[src/rtl/lcd_char_if.sv]
// lcd_char_if: host-side character LCD parallel bus.
// The host drives E/RS/RW/DB; the display returns the read bus.
interface lcd_char_if;
    logic       lcd_e;
    logic       lcd_rs;
    logic       lcd_rw;
    logic [7:0] lcd_data;
    logic [7:0] lcd_q;

    modport master (
        output lcd_e, lcd_rs, lcd_rw, lcd_data,
        input  lcd_q
    );

    modport slave (
        input  lcd_e, lcd_rs, lcd_rw, lcd_data,
        output lcd_q
    );
endinterface

[src/rtl/lcd_char_responder.sv]
// lcd_char_responder: HD44780-style character display target.
// Synchronizes the host bus, executes on E falling, holds a 2x16 DDRAM.
module lcd_char_responder #(
    parameter int BUSY_CMD    = 4,
    parameter int SYNC_STAGES = 2
) (
    input  logic       clk,
    input  logic       rst,
    lcd_char_if.slave  bus,
    input  logic [6:0] rd_addr,
    output logic [7:0] rd_data,
    output logic [6:0] cursor_addr,
    output logic       disp_on,
    output logic       cursor_on,
    output logic       blink,
    output logic       lines2,
    output logic       busy,
    output logic [7:0] ign_cnt
);
    typedef enum logic [1:0] {IDLE, EXEC, CLEAR} state_t;

    state_t                 state_q;
    logic [7:0]             mem_q [32];
    logic [SYNC_STAGES-1:0] e_sq, rs_sq, rw_sq;
    logic [7:0]             d_sq [SYNC_STAGES];
    logic                   e_prev_q;
    logic [6:0]             ac_q, ac_d;
    logic                   id_q, disp_q, cur_q;
    logic                   blink_q, lines2_q, busy_q;
    logic [7:0]             cnt_q, ign_q, lcdq_q;
    logic [4:0]             clr_q, ac_idx;
    logic                   e_s, rs_s, rw_s, fall;
    logic [7:0]             d_s;
    logic                   unused_rd;

    // Line 1 ends at 0x0F and line 2 at 0x4F; stepping wraps between them.
    function automatic logic [6:0] ac_step(
        input logic [6:0] a,
        input logic       inc
    );
        if (inc) begin
            if (a == 7'h0F) return 7'h40;
            if (a == 7'h4F) return 7'h00;
            return a + 7'd1;
        end
        if (a == 7'h00) return 7'h4F;
        if (a == 7'h40) return 7'h0F;
        return a - 7'd1;
    endfunction

    assign e_s       = e_sq[SYNC_STAGES-1];
    assign rs_s      = rs_sq[SYNC_STAGES-1];
    assign rw_s      = rw_sq[SYNC_STAGES-1];
    assign d_s       = d_sq[SYNC_STAGES-1];
    assign fall      = e_prev_q & ~e_s;
    assign ac_idx    = {ac_q[6], ac_q[3:0]};
    assign ac_d      = ac_step(ac_q, id_q);
    assign rd_data   = mem_q[{rd_addr[6], rd_addr[3:0]}];
    assign unused_rd = ^rd_addr[5:4];

    assign bus.lcd_q   = lcdq_q;
    assign cursor_addr = ac_q;
    assign disp_on     = disp_q;
    assign cursor_on   = cur_q;
    assign blink       = blink_q;
    assign lines2      = lines2_q;
    assign busy        = busy_q;
    assign ign_cnt     = ign_q;

    always_ff @(posedge clk or posedge rst) begin
        if (rst) begin
            state_q  <= IDLE;
            e_sq     <= '0;
            rs_sq    <= '0;
            rw_sq    <= '0;
            e_prev_q <= 1'b0;
            ac_q     <= '0;
            id_q     <= 1'b1;
            disp_q   <= 1'b0;
            cur_q    <= 1'b0;
            blink_q  <= 1'b0;
            lines2_q <= 1'b0;
            busy_q   <= 1'b0;
            cnt_q    <= '0;
            ign_q    <= '0;
            lcdq_q   <= '0;
            clr_q    <= '0;
            for (int i = 0; i < SYNC_STAGES; i++)
                d_sq[i] <= '0;
            for (int i = 0; i < 32; i++)
                mem_q[i] <= 8'h20;
        end else begin
            e_sq  <= {e_sq[SYNC_STAGES-2:0], bus.lcd_e};
            rs_sq <= {rs_sq[SYNC_STAGES-2:0], bus.lcd_rs};
            rw_sq <= {rw_sq[SYNC_STAGES-2:0], bus.lcd_rw};
            d_sq[0] <= bus.lcd_data;
            for (int i = 1; i < SYNC_STAGES; i++)
                d_sq[i] <= d_sq[i-1];
            e_prev_q <= e_s;

            if (!rw_s)
                lcdq_q <= 8'h00;
            else if (rs_s)
                lcdq_q <= mem_q[ac_idx];
            else
                lcdq_q <= {busy_q, ac_q};

            unique case (state_q)
                IDLE: begin
                    if (fall && !rw_s) begin
                        if (!rs_s && d_s == 8'h01) begin
                            state_q <= CLEAR;
                            clr_q   <= '0;
                            busy_q  <= 1'b1;
                        end else begin
                            if (rs_s) begin
                                mem_q[ac_idx] <= d_s;
                                ac_q          <= ac_d;
                            end else if (d_s[7]) begin
                                ac_q <= {d_s[6], 2'b00, d_s[3:0]};
                            end else if (d_s[6]) begin
                                ac_q <= ac_q;
                            end else if (d_s[5]) begin
                                lines2_q <= d_s[3];
                            end else if (d_s[4]) begin
                                if (!d_s[3])
                                    ac_q <= ac_step(ac_q, d_s[2]);
                            end else if (d_s[3]) begin
                                disp_q  <= d_s[2];
                                cur_q   <= d_s[1];
                                blink_q <= d_s[0];
                            end else if (d_s[2]) begin
                                id_q <= d_s[1];
                            end else if (d_s[1]) begin
                                ac_q <= '0;
                            end
                            if (BUSY_CMD != 0) begin
                                state_q <= EXEC;
                                cnt_q   <= 8'(BUSY_CMD);
                                busy_q  <= 1'b1;
                            end
                        end
                    end else if (fall && rs_s) begin
                        ac_q <= ac_d;
                    end
                end
                EXEC: begin
                    if (fall && !rw_s && ign_q != 8'hFF)
                        ign_q <= ign_q + 8'd1;
                    if (cnt_q <= 8'd1) begin
                        state_q <= IDLE;
                        busy_q  <= 1'b0;
                        cnt_q   <= '0;
                    end else begin
                        cnt_q <= cnt_q - 8'd1;
                    end
                end
                CLEAR: begin
                    if (fall && !rw_s && ign_q != 8'hFF)
                        ign_q <= ign_q + 8'd1;
                    mem_q[clr_q] <= 8'h20;
                    clr_q        <= clr_q + 5'd1;
                    if (clr_q == 5'd31) begin
                        ac_q    <= '0;
                        id_q    <= 1'b1;
                        state_q <= IDLE;
                        busy_q  <= 1'b0;
                    end
                end
                default: state_q <= IDLE;
            endcase
        end
    end
endmodule
[src/flat_wrapper.sv]
// flat-port wrapper written by rule: the top's interface ports become plain ports
module lcd_char_responder_flat 
#(
    parameter int BUSY_CMD    = 4,
    parameter int SYNC_STAGES = 2
)
  (clk, rst, rd_addr, rd_data, cursor_addr, disp_on, cursor_on, blink, lines2, busy, ign_cnt, bus_lcd_e, bus_lcd_rs, bus_lcd_rw, bus_lcd_data, bus_lcd_q);
  lcd_char_if bus_i ();
  input  logic clk;
  input  logic rst;
  input  logic [6:0] rd_addr;
  output logic [7:0] rd_data;
  output logic [6:0] cursor_addr;
  output logic disp_on;
  output logic cursor_on;
  output logic blink;
  output logic lines2;
  output logic busy;
  output logic [7:0] ign_cnt;
  input wire logic [$bits(bus_i.lcd_e)-1:0] bus_lcd_e;
  input wire logic [$bits(bus_i.lcd_rs)-1:0] bus_lcd_rs;
  input wire logic [$bits(bus_i.lcd_rw)-1:0] bus_lcd_rw;
  input wire logic [$bits(bus_i.lcd_data)-1:0] bus_lcd_data;
  output wire logic [$bits(bus_i.lcd_q)-1:0] bus_lcd_q;
  assign bus_i.lcd_e = bus_lcd_e;
  assign bus_i.lcd_rs = bus_lcd_rs;
  assign bus_i.lcd_rw = bus_lcd_rw;
  assign bus_i.lcd_data = bus_lcd_data;
  assign bus_lcd_q = bus_i.lcd_q;
  lcd_char_responder #(.BUSY_CMD(BUSY_CMD), .SYNC_STAGES(SYNC_STAGES)) u_core (.clk(clk), .rst(rst), .bus(bus_i), .rd_addr(rd_addr), .rd_data(rd_data), .cursor_addr(cursor_addr), .disp_on(disp_on), .cursor_on(cursor_on), .blink(blink), .lines2(lines2), .busy(busy), .ign_cnt(ign_cnt));
endmodule
[config.mk]
export PLATFORM = sky130hd
export DESIGN_NAME = lcd_char_responder_flat
export DESIGN_NICKNAME = d
export VERILOG_FILES = /design/src/rtl/lcd_char_if.sv /design/src/rtl/lcd_char_responder.sv /design/src/flat_wrapper.sv
export SDC_FILE = /design/constraint.sdc
export NUM_CORES = 1
export LEC_CHECK = 0
export ABC_AREA = 1
export CORE_ASPECT_RATIO = 1.2
export CORE_MARGIN = 3
export CORE_UTILIZATION = 60
export CTS_CLUSTER_SIZE = 12
export DETAILED_ROUTE_END_ITERATION = 7
export MAX_ROUTING_LAYER = met4
export PLACE_DENSITY = 0.82
export SLEW_MARGIN = 20
export SYNTH_ARGS = -nofsm -noshare
export SYNTH_HDL_FRONTEND = slang
export SYNTH_SLANG_ARGS = --single-unit
[constraint.sdc]
create_clock -name clk -period 18.2 [get_ports clk]
set_input_delay 5.46 -clock clk [delete_from_list [all_inputs] [get_ports clk]]
set_output_delay 5.46 -clock clk [all_outputs]
set_load 0.005 [all_outputs]
==> impl_metrics.tcl, run 1 <==
set metrics [dict create \
    status "finished, violations left" \
    violations "DRC" \
    drv_cap 0 \
    drive_above_1_share 0.0828 \
    postRouteAntennaNets 0 \
    p_leak_nw 9.55 \
    max_slew_margin 0.215 \
    max_stage_delay_ns 0.94 \
    ir_worst_vdd_mv 0.115 \
    postSynth.asyncResetShare 1.00 \
    drc 1 \
    synth.distinct_cells 42 \
    ctsResizeCount 0 \
    cts_setup_buffers 0 \
    grt_pass1_vias 18500 \
    cp_slowest_cell "buf_4" \
    synthTopCellsByCount "nand2_1 (701), o21ai_0 (412), inv_1 (297)" \
    htreeDepth 2 \
    ys_warn_count 0 \
    period_needed_ns 14.24 \
    coreArea_mm2 0.0309 \
    fin_crit_sh 0.782 \
    grt_antenna_before_repair 0 \
    dp_hpwl_um 40200 \
    grt.met3_usage 0.0751 \
    grt_max_degree 135 \
    ys.flop_type "dfrtp_1" \
    cts_hold_buf 0 \
    instances_no_fill 3053 \
    area_growth_syn_to_layout_pct 8.94 \
    die_h_um 201 \
    syn_avg_cell_area_um2 7.16 \
    multi_input_area_mm2 0.00914 \
    cts-root-buf "clkbuf_16" \
    slew_violations 0 \
    hp-class "reg2reg" \
    crit_path_cell_trace "buf_6 -> buf_4 -> a21oi_1 -> o21ai_0 -> nand3_1 -> a21oi_1 -> o21ai_0 -> nand2_1 -> clkdlybuf4s50_1" \
    gp_congestion 1.00 \
    cts_buffers 36 \
    die_area_mm2 0.0340 \
    power.density_mw_per_mm2 148 \
    path_depth 9 \
    ys_seq_elements 323 \
    rr_worst_depth 8 \
    design.portCount 56 \
    viasPerCell 6.35 \
    finalHoldViolations 0 \
    tns_ns 0 \
    clk_latency_ns 0.54 \
    timing.fmax_mhz 70.2 \
    end_kind "primary output" \
    ys_seq_area_frac 0.426 \
    tritoncts "yes" \
    synth_edf_count 0 \
    synthTopCellsByArea "dfrtp_1 (38%), nand2_1 (14%), o21ai_0 (11%)" \
    register_area_mm2 0.00813 \
    cts_buffer_depth 3 \
    grt.busiest_layer "met2" \
    netlist_area_mm2 0.0191 \
    routedWlPerCell_um 21.0 \
    syn_inst 2667 \
    dp.cells 2992 \
    finalSetupViolCount 0 \
    final_nets 2670 \
    clock-skew-final_ns 0.0129 \
    syn_nets 2703 \
    holdPathStages 0 \
    tightest_slew_ns 1.18 \
    cp-start-kind "primary input" \
    start_util 0.617 \
    synth.most_common_cell "nand2_1" \
    drt-pass1-iter-count 8 \
    via_count 19400 \
    critical_path.max_fanout 118 \
    nFillCells 2593 \
    row_count 70 \
    drt_wl_total_um 64100 \
    yosys.area.top_type "dfrtp_1" \
    overflow 0 \
    cts.clk_slew.worst_paths_ns 0.06 \
    cts_sinks 323 \
    first_iter_violations 2695 \
    synth_top_area_share 0.380 \
    critPathKind "in2out" \
    grtUsageMet2 0.564 \
    cp_top_family "buffers and inverters" \
    cp.required_ns 12.74 \
    crit_buf_inv 3 \
    met1_usage 0.488 \
    port_buffers 53 \
    worstPathArrival_ns 8.78 \
    rsz0062_at_grt "false" \
    gr-usage-all-layers 0.381 \
    die_x_um 169 \
    grt_pass1_wl_um 100000 \
]
## placed cells by master, fill, tap and decap left out, types with 3 or more instances in the layout
cell and n:
nand2_1 701, o21ai_0 412, inv_1 296, dfrtp_1 288
a21oi_1 227, nand3_1 160, nor2_1 126, clkdlybuf4s50_1 51
o211ai_1 40, clkbuf_16 37, dfstp_2 33, o22ai_1 25
buf_4 22, o21a_1 21, nor2_4 20, a21oi_2 19
nand2_2 18, nor2_2 16, inv_2 15, o21ai_1 15
nor3_1 15, ha_1 15, xor2_1 14, nand4_1 14
clkbuf_8 8, clkinv_2 8, clkbuf_1 6, nor4_1 4
a21oi_4 3
## worst paths after layout
| check | start | endpoint | slack (ns) |
|---|---|---|---|
| max in group asynchronous | rst | u_core.mem_q[35]$_DFFE_PP0P_ | 10.48 |
| min in group asynchronous | rst | u_core.mem_q[232]$_DFFE_PP0P_ | 5.52 |
| worst min register to register | u_core.d_sq[12]$_DFF_PP0_ | u_core.d_s[4]$_DFF_PP0_ | 0.35 |
| worst max-delay path | rd_addr[0] | rd_data[0] | 3.96 |
| worst min-delay path | u_core.d_sq[12]$_DFF_PP0_ | u_core.d_s[4]$_DFF_PP0_ | 0.35 |
| worst max register to register | u_core.cursor_addr[0]$_DFFE_PP0P_ | u_core.mem_q[130]$_DFFE_PP0P_ | 13.85 |
## metal layers
metal | part of all wire | routed length, µm
met1 | 0.37 | 23400
met2 | 0.44 | 28300
met3 | 0.12 | 7760
met4 | 0.071 | 4570
met5 | 0 | 0
## per-stage QoR
stage / cell area (µm²) / setup WS [ns] / util / power, mW / hold WS [ns]
global route: 20800 / 3.89 / 0.673 / 3.24 / 0.351
floorplan: 19100 / 3.85 / - / 1.92 / 0.331
detailed placement: 19700 / 4.14 / 0.636 / 2.31 / 0.336
finish: 20800 / 3.96 / 0.673 / 3.07 / 0.348
global placement: 19700 / 4.17 / 0.636 / 2.26 / 0.333
CTS: 20800 / 4.13 / 0.673 / 3.02 / 0.346
## logic make-up (layout without fill, tap and decap cells)
kind of cell / count (synthesis) / after routing / share of synthesized area
compound gates: 767 / 767 / 0.217
fa+ha+maj: 16 / 16 / 0.0105
xor+xnor: 14 / 14 / 0.00642
simple gates: 1083 / 1083 / 0.242
other cells: 0 / 1 / 0
flops: 323 / 323 / 0.426
mux: 3 / 3 / 0.00170
buf+inv: 461 / 450 / 0.0961
## cell type report
class | instances | area share
Clock buffer | 51 | 0.0509
Timing Repair Buffer | 76 | 0.0342
Tap cell | 396 | 0.0238
Sequential cell | 323 | 0.391
Multi-Input combinational cell | 1883 | 0.440
Antenna cell | 1 | 0.000120
Inverter | 314 | 0.0570
Clock inverter | 9 | 0.00337
## where the power goes
group          total, mW  switching, mW  internal [mW]
sequential          1.12          0.161          0.957
combinational       1.24          0.857          0.384
clock              0.715          0.298          0.417
total               3.07           1.32           1.76
## state kept, by name, summed over array words and instances, names as in the netlist, 2 cells and up
register and count:
u_core.clr_q 5, u_core.bus.lcd_q 8, u_core.ign_cnt 8, u_core.mem_q 256, u_core.d_s 8, u_core.rs_sq 2, u_core.e_sq 2, u_core.cursor_addr 7
u_core.rw_sq 2, u_core.d_sq 8, u_core.state_q 2, u_core.cnt_q 8
(Power assumes the default switching activity.)
==> run 2: changes to the inputs <==
--- a/config.mk
+++ b/config.mk
@@ -8,7 +8,7 @@
 export ABC_AREA = 1
 export CORE_ASPECT_RATIO = 1.2
 export CORE_MARGIN = 3
-export CORE_UTILIZATION = 60
+export CORE_UTILIZATION = 57
 export CTS_CLUSTER_SIZE = 12
 export DETAILED_ROUTE_END_ITERATION = 7
 export MAX_ROUTING_LAYER = met4
==> constraint.sdc (replaced) <==
create_clock -name clk -period 12.8 [get_ports clk]
set_input_delay 3.84 -clock clk [delete_from_list [all_inputs] [get_ports clk]]
set_output_delay 3.84 -clock clk [all_outputs]
set_load 0.005 [all_outputs]
==> impl_metrics.tcl, run 2 (same netlist as run 1, synthesis figures left out) <==
set metrics [dict create \
    die_x_um 173 \
    final_nets 2667 \
    p_leak_nw 9.51 \
    largest_reg_flops 256 \
    max_stage_delay_ns 0.61 \
    drc 0 \
    gp_congestion 1.00 \
    clock-skew-final_ns 0.0410 \
    setup_slack_ns 2.18 \
    first_iter_violations 2725 \
    die_area_mm2 0.0357 \
    finalSetupViolCount 0 \
    cts_setup_buffers 0 \
    cts.clk_slew.worst_paths_ns 0.06 \
    instances_no_fill 3101 \
    grt_max_degree 128 \
    drt_wl_total_um 63300 \
    cts_sinks 323 \
    die_h_um 206 \
    crit_path_cell_trace "clkdlybuf4s50_1 -> buf_4 -> inv_1 -> buf_4 -> nand3_1 -> a21oi_1 -> o21ai_0 -> nand2_1 -> clkdlybuf4s50_1" \
    rsz0062_at_grt "false" \
    fin_crit_sh 0.829 \
    drt-pass1-iter-count 7 \
    coreArea_mm2 0.0326 \
    design.portCount 56 \
    overflow 0 \
    place_ws_ns 2.30 \
    tightest_slew_ns 1.06 \
    end_kind "primary output" \
    final_common_cell "nand2_1" \
    critical_path.max_fanout 32 \
    power.density_mw_per_mm2 208 \
    grt_pass1_vias 18500 \
    ir_worst_vdd_mv 0.218 \
    final_cell_mix "nand2_1 (701), o21ai_0 (412), inv_1 (296)" \
    dp_hpwl_um 40500 \
    placed_cell_area_mm2 0.0197 \
    cts_hold_buf 0 \
    area_growth_syn_to_layout_pct 9.08 \
    max_slew_margin 0.295 \
    gr-usage-all-layers 0.362 \
    tritoncts "yes" \
    timing.fmax_mhz 94.2 \
    routedWlPerCell_um 20.4 \
    cp.required_ns 8.96 \
    dp.cells 3037 \
    cts_buffers 35 \
    htreeDepth 2 \
    cp_slowest_cell "inv_1" \
    via_count 19100 \
    regMostFlops "u_core.mem_q" \
    grt_antenna_before_repair 0 \
    hp-class "reg2reg" \
    critPathKind "in2out" \
    tns_ns 0 \
    period_needed_ns 10.62 \
    cp-start-kind "primary input" \
    drv_cap 0 \
    final_cell_area_mm2 0.0208 \
    status "completed" \
    grt_pass1_wl_um 100000 \
    slew_violations 0 \
    viasPerCell 6.15 \
    drive_above_1_share 0.0790 \
    row_count 72 \
    finalHoldViolations 0 \
    whs_ns 0.349 \
    start_util 0.585 \
    ctsResizeCount 0 \
    port_buffers 53 \
    postRouteAntennaNets 0 \
    antennaDiodeCount 0 \
    worstPathArrival_ns 6.78 \
    cts_buffer_depth 3 \
    cts-root-buf "clkbuf_16" \
    clk_latency_ns 0.56 \
]
run 2: changes by cell type in the layout (fill, tap and decap cells not counted):
cell,change
buf_4,-3
clkinv_2,-6
clkbuf_8,-4
clkinv_8,+1
diode_2,-1
buf_16,+1
clkbuf_1,+11
inv_6,+1
clkbuf_16,-1
clkinv_4,+1
run 2: layout make-up:
class                   count  area (µm²)
multi-input cells        1883        9140
inverters                 314        1190
fillers                  2930       11800
clock buffers              57        1020
flip-flops and latches    323        8130
repair buffers             74         717
clock inverters             6        73.8
well taps                 444         556
run 2: worst paths after layout:
| path | start | endpoint | slack [ns] | cells after the start |
|---|---|---|---|---|
| max in group asynchronous | rst | u_core.mem_q[54]$_DFFE_PP0P_ | 6.72 | 4 |
| max | rd_addr[2] | rd_data[2] | 2.18 | 9 |
| min | u_core.rw_sq[0]$_DFF_PP0_ | u_core.rw_sq[1]$_DFF_PP0_ | 0.35 | 0 |
| min in group asynchronous | rst | u_core.mem_q[232]$_DFFE_PP0P_ | 3.81 | 2 |
| max reg2reg | u_core.state_q[0]$_DFFE_PP0P_ | u_core.mem_q[138]$_DFFE_PP0P_ | 8.94 | 8 |
| min reg2reg | u_core.rw_sq[0]$_DFF_PP0_ | u_core.rw_sq[1]$_DFF_PP0_ | 0.35 | 0 |
run 2: power by group:
| part | internal [mW] | switching, mW |
|---|---|---|
| logic | 0.552 | 1.18 |
| clock network | 0.568 | 0.424 |
| registers | 1.36 | 0.249 |
run 2: layer usage:
layer,GRT usage,part of all wire,up-vias
met4,0.246,0.072,0
met5,-,0,-
met2,0.547,0.46,1208
met1,0.440,0.37,8968
li1,-,-,8614
met3,0.0741,0.11,290
run 2: critical path, delay by kind of cell:
family | cells | cell delay [ns]
AOI/OAI and AO/OA | 2 | 0.43
buffers and inverters | 5 | 2.22
and+or+nand+nor | 2 | 0.25
run 2: stage by stage:
stage	util	power [mW]
2_1_floorplan	-	2.73
3_3_place_gp	0.604	3.21
3_5_place_dp	0.604	3.27
4_1_cts	0.638	4.27
5_1_grt	0.639	4.59
6_report	0.639	4.34
